--- config.mk ---
export PLATFORM = sky130hd
export DESIGN_NAME = cla_sub_pipe_flat
export DESIGN_NICKNAME = d
export VERILOG_FILES = /design/src/rtl/cla_sub_pipe_if.sv /design/src/rtl/cla_sub_pipe.sv /design/src/flat_wrapper.sv
export SDC_FILE = /design/constraint.sdc
export NUM_CORES = 1
export LEC_CHECK = 0
export ABC_CLOCK_PERIOD_IN_PS = 4120
export BUFFER_PORTS_ARGS = -buffer_cell sky130_fd_sc_hd__buf_2
export CAP_MARGIN = 30
export CELL_PAD_IN_SITES_DETAIL_PLACEMENT = 1
export CELL_PAD_IN_SITES_GLOBAL_PLACEMENT = 2
export CORE_MARGIN = 4
export CORE_UTILIZATION = 32
export DETAILED_ROUTE_END_ITERATION = 10
export PLACE_DENSITY_LB_ADDON = 0.1
export SLEW_MARGIN = 5
export SYNTH_ARGS = -nofsm -noshare
export SYNTH_HDL_FRONTEND = slang
export SYNTH_SLANG_ARGS = --single-unit
--- constraint.sdc ---
create_clock -name clk -period 4.12 [get_ports clk]
set_clock_uncertainty 0.2 [all_clocks]
set_input_delay 0.412 -clock clk [delete_from_list [all_inputs] [get_ports clk]]
set_output_delay 0.412 -clock clk [all_outputs]
set_load 0.05 [all_outputs]
--- src/rtl/cla_sub_pipe_if.sv ---
// Operand/result bundle for the pipelined lookahead subtractor/adder.
// master = operand source + result consumer side, slave = the datapath.
interface cla_sub_pipe_if #(
   parameter int WIDTH = 16
);
   logic             in_valid;
   logic             in_ready;
   logic [WIDTH-1:0] in_a;
   logic [WIDTH-1:0] in_b;
   logic             in_sub;
   logic             out_valid;
   logic             out_ready;
   logic [WIDTH-1:0] out_res;
   logic             out_cout;
   logic             out_borrow;
   logic             out_ovf;
   logic             out_zero;

   modport master (
      output in_valid, in_a, in_b, in_sub, out_ready,
      input  in_ready, out_valid, out_res, out_cout, out_borrow, out_ovf, out_zero
   );

   modport slave (
      input  in_valid, in_a, in_b, in_sub, out_ready,
      output in_ready, out_valid, out_res, out_cout, out_borrow, out_ovf, out_zero
   );
endinterface

--- src/rtl/cla_sub_pipe.sv ---
// Two-stage pipelined A-B / A+B built from 4-bit carry-lookahead groups.
// Stage 1 holds per-bit propagate/generate and per-group P/G; stage 2 resolves
// the carries and registers the result with borrow/overflow/zero flags.
//
// Handshake: a beat moves across either interface on a rising edge where both
// valid and ready are high. The source may drop in_valid at any time (nothing
// is captured then); out_* holds steady while out_valid is high and out_ready
// is low. in_ready is combinational from out_ready so a full pipe can accept
// and deliver on the same edge without inserting a bubble.
module cla_sub_pipe #(
   parameter int WIDTH = 16
) (
   input logic           clk,
   input logic           rst,
   cla_sub_pipe_if.slave bus
);
   localparam int NG = WIDTH / 4;

   generate
      if ((WIDTH % 4) != 0 || WIDTH < 4) begin : g_width_check
         $error("cla_sub_pipe: WIDTH must be a positive multiple of 4");
      end
   endgenerate

   // stage 1 registers
   logic             s1_valid;
   logic [WIDTH-1:0] s1_p;
   logic [WIDTH-1:0] s1_g;
   logic [NG-1:0]    s1_gp;
   logic [NG-1:0]    s1_gg;
   logic             s1_cin;
   logic             s1_sub;
   logic             s1_a_msb;
   logic             s1_b_msb;

   // combinational front end
   logic [WIDTH-1:0] b_eff;
   logic [WIDTH-1:0] p_in;
   logic [WIDTH-1:0] g_in;
   logic [NG-1:0]    gp_in;
   logic [NG-1:0]    gg_in;

   // carry resolution
   logic [NG:0]      gc;
   logic [WIDTH-1:0] carry;
   logic [WIDTH-1:0] sum_c;
   logic             cout_c;

   // pipeline control
   logic s2_en;
   logic s1_adv;
   logic in_fire;

   assign s2_en       = ~bus.out_valid | bus.out_ready;
   assign s1_adv      = s1_valid & s2_en;
   assign bus.in_ready = ~s1_valid | s2_en;
   assign in_fire     = bus.in_valid & bus.in_ready;

   // Subtraction is A + ~B + 1, so B is inverted and the carry-in is in_sub.
   assign b_eff = bus.in_sub ? ~bus.in_b : bus.in_b;
   assign p_in  = bus.in_a ^ b_eff;
   assign g_in  = bus.in_a & b_eff;

   // Group propagate/generate for each 4-bit slice.
   always_comb begin
      gp_in = '0;
      gg_in = '0;
      for (int k = 0; k < NG; k++) begin
         gp_in[k] = &p_in[4*k +: 4];
         gg_in[k] = g_in[4*k+3]
                  | (p_in[4*k+3] & g_in[4*k+2])
                  | (p_in[4*k+3] & p_in[4*k+2] & g_in[4*k+1])
                  | (p_in[4*k+3] & p_in[4*k+2] & p_in[4*k+1] & g_in[4*k]);
      end
   end

   // Group carries chain across slices; inside each slice carries use lookahead.
   always_comb begin
      gc    = '0;
      carry = '0;
      gc[0] = s1_cin;
      for (int k = 0; k < NG; k++) begin
         gc[k+1]       = s1_gg[k] | (s1_gp[k] & gc[k]);
         carry[4*k]    = gc[k];
         carry[4*k+1]  = s1_g[4*k] | (s1_p[4*k] & gc[k]);
         carry[4*k+2]  = s1_g[4*k+1]
                       | (s1_p[4*k+1] & s1_g[4*k])
                       | (s1_p[4*k+1] & s1_p[4*k] & gc[k]);
         carry[4*k+3]  = s1_g[4*k+2]
                       | (s1_p[4*k+2] & s1_g[4*k+1])
                       | (s1_p[4*k+2] & s1_p[4*k+1] & s1_g[4*k])
                       | (s1_p[4*k+2] & s1_p[4*k+1] & s1_p[4*k] & gc[k]);
      end
      sum_c = s1_p ^ carry;
   end

   assign cout_c = gc[NG];

   // Stage 1: capture propagate/generate on an accepted input beat.
   always_ff @(posedge clk) begin
      if (rst) begin
         s1_valid <= 1'b0;
         s1_p     <= '0;
         s1_g     <= '0;
         s1_gp    <= '0;
         s1_gg    <= '0;
         s1_cin   <= 1'b0;
         s1_sub   <= 1'b0;
         s1_a_msb <= 1'b0;
         s1_b_msb <= 1'b0;
      end else begin
         if (in_fire) begin
            s1_valid <= 1'b1;
            s1_p     <= p_in;
            s1_g     <= g_in;
            s1_gp    <= gp_in;
            s1_gg    <= gg_in;
            s1_cin   <= bus.in_sub;
            s1_sub   <= bus.in_sub;
            s1_a_msb <= bus.in_a[WIDTH-1];
            s1_b_msb <= b_eff[WIDTH-1];
         end else if (s1_adv) begin
            s1_valid <= 1'b0;
         end
      end
   end

   // Stage 2: register result and flags whenever the output slot is free.
   always_ff @(posedge clk) begin
      if (rst) begin
         bus.out_valid  <= 1'b0;
         bus.out_res    <= '0;
         bus.out_cout   <= 1'b0;
         bus.out_borrow <= 1'b0;
         bus.out_ovf    <= 1'b0;
         bus.out_zero   <= 1'b0;
      end else if (s2_en) begin
         bus.out_valid <= s1_valid;
         if (s1_valid) begin
            bus.out_res    <= sum_c;
            bus.out_cout   <= cout_c;
            bus.out_borrow <= s1_sub & ~cout_c;
            bus.out_ovf    <= (s1_a_msb == s1_b_msb) & (sum_c[WIDTH-1] != s1_a_msb);
            bus.out_zero   <= ~|sum_c;
         end
      end
   end
endmodule

--- src/flat_wrapper.sv ---
// flat-port wrapper written by rule: the top's interface ports become plain ports
module cla_sub_pipe_flat 
#(
   parameter int WIDTH = 16
)
  (clk, rst, bus_in_valid, bus_in_a, bus_in_b, bus_in_sub, bus_out_ready, bus_in_ready, bus_out_valid, bus_out_res, bus_out_cout, bus_out_borrow, bus_out_ovf, bus_out_zero);
  cla_sub_pipe_if #(.WIDTH(WIDTH)) bus_i ();
  input logic clk;
  input logic rst;
  input wire logic [$bits(bus_i.in_valid)-1:0] bus_in_valid;
  input wire logic [$bits(bus_i.in_a)-1:0] bus_in_a;
  input wire logic [$bits(bus_i.in_b)-1:0] bus_in_b;
  input wire logic [$bits(bus_i.in_sub)-1:0] bus_in_sub;
  input wire logic [$bits(bus_i.out_ready)-1:0] bus_out_ready;
  output wire logic [$bits(bus_i.in_ready)-1:0] bus_in_ready;
  output wire logic [$bits(bus_i.out_valid)-1:0] bus_out_valid;
  output wire logic [$bits(bus_i.out_res)-1:0] bus_out_res;
  output wire logic [$bits(bus_i.out_cout)-1:0] bus_out_cout;
  output wire logic [$bits(bus_i.out_borrow)-1:0] bus_out_borrow;
  output wire logic [$bits(bus_i.out_ovf)-1:0] bus_out_ovf;
  output wire logic [$bits(bus_i.out_zero)-1:0] bus_out_zero;
  assign bus_i.in_valid = bus_in_valid;
  assign bus_i.in_a = bus_in_a;
  assign bus_i.in_b = bus_in_b;
  assign bus_i.in_sub = bus_in_sub;
  assign bus_i.out_ready = bus_out_ready;
  assign bus_in_ready = bus_i.in_ready;
  assign bus_out_valid = bus_i.out_valid;
  assign bus_out_res = bus_i.out_res;
  assign bus_out_cout = bus_i.out_cout;
  assign bus_out_borrow = bus_i.out_borrow;
  assign bus_out_ovf = bus_i.out_ovf;
  assign bus_out_zero = bus_i.out_zero;
  cla_sub_pipe #(.WIDTH(WIDTH)) u_core (.clk(clk), .rst(rst), .bus(bus_i));
endmodule
==> impl_metrics.py, run 1 <==
metrics = {
    "outcome": {
        "status": "finished clean",
    },
    "cts": {
        "clk_latency_ns": 0.34,
        "tritoncts.num_buffers": 9,
        "clockRootBuffer": "sky130_fd_sc_hd__clkbuf_8",
        "clkSlewWorstSetupHoldPaths_ns": 0.07,
        "cts_repair_resize_count": 0,
        "cts_post_setup_buffers_inserted": 0,
        "cts.sinks": 61,
        "cts-htree-levels": 3,
        "clock_path_buffers": 2,
        "cts_hold_buffers": 0,
        "clock_tree_from_tritoncts": "yes",
    },
    "synth": {
        "post_synth_most_frequent_cells": "84 x sky130_fd_sc_hd__nand2_1, 61 x sky130_fd_sc_hd__dfxtp_1, 56 x sky130_fd_sc_hd__a21oi_1, 33 x sky130_fd_sc_hd__nor2_1, 20 x sky130_fd_sc_hd__ha_1",
        "syn-cell-area_um2": 3029,
        "synth-edff-count": 0,
        "seq_cells_post_synth": 61,
        "postSynthNetCount": 434,
        "post_synth_main_area_contributors": "sky130_fd_sc_hd__dfxtp_1 40%, sky130_fd_sc_hd__nand2_1 10%, sky130_fd_sc_hd__a21oi_1 9.3%",
        "avgSynthCellArea_um2": 8.035,
        "synthesis.instances": 377,
        "fraction_of_the_yosys_area_taken_by_sequential_cells_pct": 40.31,
        "synth_largest_area_cell": "sky130_fd_sc_hd__dfxtp_1",
        "synthMostInstantiatedCell": "sky130_fd_sc_hd__nand2_1",
        "ys_dominant_reg_cell": "sky130_fd_sc_hd__dfxtp_1",
        "post_synth_num_cell_types": 43,
        "postSynth.asyncResetShare_pct": 0,
        "ys.warnings.count": 0,
        "yosysTopAreaCellShare_pct": 40.31,
    },
    "floorplan": {
        "fp.coreArea_um2": 9240,
        "pin_count": 59,
        "fp.dieH_um": 105.3,
        "die_w_um": 105.3,
        "fp-row-count": 35,
        "floorplan.initialDensity_pct": 32.78,
        "design.die.area_um2": 11090,
    },
    "detailed_routing": {
        "vias": 2735,
        "ant_nets": 0,
        "drt-wirelength-per-cell_um": 14.99,
        "totalWireLength_um": 8437,
        "router_iterations_before_antenna_repair": 4,
        "drc_errors": 0,
        "via_per_inst": 4.858,
        "drt-initial-drc-count": 119,
    },
    "timing": {
        "timing.final.setup_violations": 0,
        "rsz0062_at_grt": "no",
        "fin_crit_ns": 3.650,
        "max-slew-margin-rel_pct": 53.56,
        "maximum_operating_frequency_ghz": 0.2740,
        "timing.final.crit_share_pct": 88.59,
        "slew_violations": 0,
        "final_critical_path_setup_slack_ns": 0.4700,
        "worst_pin_slew_ns": 0.6966,
        "hold_viol": 0,
        "fin_tns_setup_ns": 0,
    },
    "grt": {
        "grtUsageMet1_pct": 23.24,
        "grt_pass1_wl_um": 14160,
        "vias_in_the_first_global_route": 2708,
        "busiest_layer": "met1",
        "grt.met2_usage_pct": 22.81,
        "grtUsageMet3_pct": 3.001,
        "grtUsageTotal_pct": 15.80,
        "grt_max_degree": 62,
        "grt_antenna_before_repair": 0,
        "grt-ovfl-total": 0,
    },
    "power_and_ir_drop": {
        "vdd_ir_drop_max_uv": 105.1,
        "p_leak_nw": 1.526,
        "power_density_nw_per_um2": 391.2,
    },
    "cells_and_area": {
        "synthToLayoutAreaGrowth_pct": 18.67,
        "final_antenna_diode_count": 0,
        "final_net_count": 486,
        "fraction_of_final_layout_cells_sized_beyond_drive_strength_1_pct": 19.35,
    },
    "setup_path": {
        "path_class": "register to register",
        "crit_required_ns": 4.17,
        "timing.critical_path.arrival_ns": 3.70,
        "setup.worst_path.start_class": "register",
        "reg2reg_slack_ns": 0.47,
        "critical_path.endpoint_type": "register",
        "critical_path.reg2reg.endpoint": "u_core.bus.out_zero$_SDFFE_PP0P_",
        "worstPathMaxFanout": 6,
        "worst_r2r_path_depth": 9,
        "rr_startpoint": "u_core.s1_cin$_SDFFE_PP0P_",
    },
    "placed_design": {
        "preCtsSetupSlack_ns": 0.4764,
        "post-dp-hpwl_um": 6370,
        "place_congestion": 0.7360,
        "io_buffer_count": 58,
    },
    "hold_path": {
        "hp_class": "primary input to register",
        "min_to": "u_core.s1_valid$_SDFFE_PP0P_",
        "worst_min_path_start": "bus_in_valid",
        "holdPathStages": 3,
    },
    "job": {
        "maxCapViolations": 0,
    },
}
worst max path at each step:
stage / cells after the start / startpoint / slack (ns) / to
after detailed placement: 9 / u_core.s1_cin$_SDFFE_PP0P_ / 0.48 / u_core.bus.out_zero$_SDFFE_PP0P_
after floorplan: 9 / u_core.s1_cin$_SDFFE_PP0P_ / 0.83 / u_core.bus.out_zero$_SDFFE_PP0P_
final: 9 / u_core.s1_cin$_SDFFE_PP0P_ / 0.47 / u_core.bus.out_zero$_SDFFE_PP0P_
after global placement: 9 / u_core.s1_cin$_SDFFE_PP0P_ / 0.57 / u_core.bus.out_zero$_SDFFE_PP0P_
after global routing: 9 / u_core.s1_cin$_SDFFE_PP0P_ / 0.03 / u_core.bus.out_zero$_SDFFE_PP0P_
after CTS: 9 / u_core.s1_cin$_SDFFE_PP0P_ / 0.42 / u_core.bus.out_zero$_SDFFE_PP0P_
final cells by class:
| cell class | count | area [um2] |
|---|---|---|
| fill | 1145 | 5645 |
| multi-input combinational | 295 | 1714 |
| sequential | 61 | 1221 |
| timing repair buffer | 62 | 320.3 |
| tap | 129 | 161.4 |
| clock buffer | 11 | 141.4 |
| clock inverter | 5 | 36.28 |
registers in the layout, indices dropped and copies added, names as in the netlist:
| register | cells |
|---|---|
| u_core.bus.out_borrow | 1 |
| u_core.bus.out_cout | 1 |
| u_core.bus.out_ovf | 1 |
| u_core.bus.out_res | 16 |
| u_core.bus.out_valid | 1 |
| u_core.bus.out_zero | 1 |
| u_core.s1_a_msb | 1 |
| u_core.s1_b_msb | 1 |
| u_core.s1_cin | 1 |
| u_core.s1_g | 12 |
| u_core.s1_gg | 4 |
| u_core.s1_gp | 4 |
| u_core.s1_p | 16 |
| u_core.s1_valid | 1 |
kinds of logic (layout without fill, tap and decap cells):
kind of cell | count (synthesis) | after routing | share of synthesized area (%)
xor gates and xnor gates | 20 | 20 | 5.783
DFF | 61 | 61 | 40.31
buffers and inverters | 21 | 78 | 3.098
AOI/OAI and AO/OA | 98 | 98 | 19.33
and+or+nand+nor | 157 | 157 | 23.21
adders and majority gates | 20 | 20 | 8.261
per-layer routing:
layer / vias up / share of wire (%)
li1: 1413 / -
met1: 1252 / 54
met2: 60 / 40
met3: 10 / 4.3
met4: 0 / 1.3
met5: - / 0
cells in the final DEF (no fill, tap or decap), drive strengths merged, types with 3 or more instances in the layout:
master    count
o21ai        13
nor2         33
nor3b         3
xor2         18
ha           20
a211oi        9
clkinvlp      3
a21oi        56
o31ai         3
nand3         6
or3           6
clkbuf       11
buf          62
nor2b         7
dfxtp        61
nand4         4
nand2        84
a22oi         3
nand2b        3
critical path, stage by stage (launching register included):
cell                        delay (ns)
sky130_fd_sc_hd__dfxtp_1          0.37
sky130_fd_sc_hd__a211oi_1         0.56
sky130_fd_sc_hd__o21bai_1         0.21
sky130_fd_sc_hd__ha_1             0.35
sky130_fd_sc_hd__or4_1            0.52
sky130_fd_sc_hd__nor4b_1          0.27
sky130_fd_sc_hd__o2111ai_1        0.15
sky130_fd_sc_hd__a221o_1          0.28
sky130_fd_sc_hd__or4b_1           0.49
sky130_fd_sc_hd__o31ai_2          0.17
through the flow:
| stage | utilization, % | hold WS [ns] | instances | power, mW | cell area (um2) |
|---|---|---|---|---|---|
| 2_1_floorplan | - | 0.2367 | 377 | 0.8566 | 3029 |
| 3_3_place_gp | 36.98 | 0.2417 | 547 | 0.9423 | 3417 |
| 3_5_place_dp | 36.98 | 0.2434 | 547 | 0.9464 | 3417 |
| 4_1_cts | 38.90 | 0.1055 | 563 | 1.432 | 3595 |
| 5_1_grt | 38.90 | 0.1214 | 563 | 1.490 | 3595 |
| 6_report | 38.90 | 0.1278 | 563 | 1.406 | 3595 |
power by group:
group / internal (mW) / leakage (nW) / switching (mW) / total [mW]
sequential: 0.626 / 0.499 / 0.0314 / 0.657
clock: 0.234 / 0.0815 / 0.241 / 0.476
combinational: 0.103 / 0.945 / 0.171 / 0.274
Note: power is estimated with default switching activity, not from simulation.
==> run 2, diff against run 1 <==
Settings changed: ABC_CLOCK_PERIOD_IN_PS 4120 to 4400, CORE_UTILIZATION 32 to 34.
Clock period 4.12 ns to 4.4 ns, I/O delays scaled along.
==> run 2 against run 1 <==
Net effect: critical path type unchanged; worst hold slack gained 0.038 ns; core utilization grew 2.1 points; sequential power shrank 6.4%; final cell count shrank 4.1%; via count grew 0.11%; first-iteration DRC count shrank 24%; non-clock buffer count is the same; count of clock-buffer cells in the layout grew 1; power shrank 7.2%; largest power group unchanged; combinational power shrank 7%; critical path depth is the same.
==> impl_metrics.py, run 2 (synthesis results as in run 1) <==
metrics = {
    "cts": {
        "cts.sinks": 61,
        "clock_path_buffers": 2,
        "clockRootBuffer": "sky130_fd_sc_hd__clkbuf_8",
        "clkSlewWorstSetupHoldPaths_ns": 0.07,
        "tritoncts.num_buffers": 9,
        "cts_post_setup_buffers_inserted": 0,
        "clock_tree_from_tritoncts": "yes",
        "cts_hold_buffers": 0,
        "clk_latency_ns": 0.34,
        "cts-htree-levels": 3,
        "cts_repair_resize_count": 0,
    },
    "grt": {
        "vias_in_the_first_global_route": 2631,
        "grtUsageTotal_pct": 16.69,
        "grt_max_degree": 62,
        "grt-ovfl-total": 0,
        "grt_pass1_wl_um": 13490,
        "grt_antenna_before_repair": 0,
    },
    "setup_path": {
        "path_class": "register to register",
        "startpoint_of_the_most_critical_setup_path": "u_core.s1_cin$_SDFFE_PP0P_",
        "critical_path.endpoint_type": "register",
        "setup.worst_path.start_class": "register",
        "timing.critical_path.cells": "a211oi_1 > o21bai_1 > ha_1 > or4_1 > nor4b_1 > o2111ai_1 > a221o_1 > or4b_1 > o31ai_2",
        "worstPathMaxFanout": 6,
        "timing.critical_path.arrival_ns": 3.75,
        "worst_path_largest_cell_delay_ns": 0.59,
        "timing.critical_path.slowest_stage_cell": "sky130_fd_sc_hd__a211oi_1",
        "crit_required_ns": 4.45,
        "rr_startpoint": "u_core.s1_cin$_SDFFE_PP0P_",
    },
    "cells_and_area": {
        "fillCellCount": 1091,
        "final_antenna_diode_count": 0,
        "final_net_count": 486,
        "most-common-layout-cells": "84 x sky130_fd_sc_hd__nand2_1, 61 x sky130_fd_sc_hd__dfxtp_1, 58 x sky130_fd_sc_hd__buf_2",
        "final_cell_count_no_fill": 540,
        "largestRegisters": "u_core.bus.out_res x16, u_core.s1_p x16, u_core.s1_g x12",
        "postLayoutCellArea_um2": 3556,
        "synthToLayoutAreaGrowth_pct": 17.39,
        "fraction_of_final_layout_cells_sized_beyond_drive_strength_1_pct": 18.98,
        "layout.cells.most_common": "sky130_fd_sc_hd__nand2_1",
    },
    "placed_design": {
        "post-dp-hpwl_um": 6321,
        "placed_cells_incl_taps": 526,
        "preCtsSetupSlack_ns": 0.7474,
        "placed_area_um2": 3391,
        "io_buffer_count": 58,
        "place_congestion": 0.7407,
    },
    "power_and_ir_drop": {
        "vdd_ir_drop_max_uv": 113.7,
        "power_density_nw_per_um2": 367.1,
        "p_leak_nw": 1.532,
    },
    "detailed_routing": {
        "drc_errors": 0,
        "drt-initial-drc-count": 91,
        "router_iterations_before_antenna_repair": 4,
        "vias": 2738,
        "ant_nets": 0,
        "drt-wirelength-per-cell_um": 15.44,
        "via_per_inst": 5.070,
        "totalWireLength_um": 8335,
    },
    "outcome": {
        "status": "finished clean",
    },
    "job": {
        "maxCapViolations": 0,
    },
    "floorplan": {
        "fp.dieH_um": 102.4,
        "floorplan.initialDensity_pct": 34.90,
        "design.die.area_um2": 10480,
        "fp.coreArea_um2": 8678,
        "die_w_um": 102.4,
        "fp-row-count": 34,
        "pin_count": 59,
    },
    "timing": {
        "slew_violations": 0,
        "max-slew-margin-rel_pct": 51.28,
        "hold_viol": 0,
        "rsz0062_at_grt": "no",
        "final_critical_path_setup_slack_ns": 0.7093,
        "worst_pin_slew_ns": 0.7307,
        "timing.final.setup_violations": 0,
        "timing.final.crit_share_pct": 83.88,
        "fin_tns_setup_ns": 0,
        "maximum_operating_frequency_ghz": 0.2710,
        "fin_crit_ns": 3.691,
    },
    "hold_path": {
        "hp_class": "primary input to register",
        "worst_min_path_start": "bus_in_valid",
    },
}
[run 2: cell types whose count changed in the layout (fill, tap and decap cells not counted), sizes merged]
cell	delta
clkbuf	+1
clkinvlp	-3
[run 2: worst paths after layout]
path,to,slack [ns],cells past startpoint
worst max-delay path,u_core.bus.out_zero$_SDFFE_PP0P_,0.71,9
worst min register to register,u_core.bus.out_res[0]$_SDFFE_PP0P_,0.25,2
worst min-delay path,u_core.s1_valid$_SDFFE_PP0P_,0.17,3
worst max register to register,u_core.bus.out_zero$_SDFFE_PP0P_,0.71,9
[run 2: routing by layer]
| layer | vias up | part of all wire, % | track usage [%] |
|---|---|---|---|
| met5 | - | 0 | 0 |
| met4 | 0 | 1.8 | 7.265 |
| met3 | 11 | 4.5 | 3.072 |
| met2 | 62 | 40 | 22.99 |
| met1 | 1258 | 54 | 25.05 |
| li1 | 1407 | - | - |
[run 2: where the power goes]
part	internal (mW)	leakage, nW	switching (mW)	total [mW]
logic	0.0960	0.945	0.160	0.256
clock network	0.227	0.0881	0.208	0.435
registers	0.586	0.499	0.0287	0.615
[run 2: final cells by class]
type | count | area [um2] | share of cell area, %
Sequential cell | 61 | 1221 | 34.34
Tap cell | 108 | 135.1 | 3.800
Timing Repair Buffer | 62 | 320.3 | 9.008
Multi-Input combinational cell | 295 | 1714 | 48.21
Clock buffer | 12 | 155.1 | 4.363
Clock inverter | 2 | 10.01 | 0.2815
[run 2: metrics by stage]
| stage | hold slack [ns] | total power, mW | util [%] |
|---|---|---|---|
| floorplan | 0.2367 | 0.8021 | - |
| global placement | 0.2411 | 0.8810 | 39.07 |
| detailed placement | 0.2486 | 0.8849 | 39.07 |
| CTS | 0.1444 | 1.325 | 40.97 |
| global route | 0.2018 | 1.381 | 40.97 |
| finish | 0.1662 | 1.305 | 40.97 |
[run 2: critical path: cells and delay by family, from the launching register on]
kind | cells | cell delay, ns
AO/OA/AOI/OAI | 5 | 1.41
adder cells (fa/ha/maj) | 1 | 0.35
flip-flops | 1 | 0.37
AND/OR/NAND/NOR | 3 | 1.27
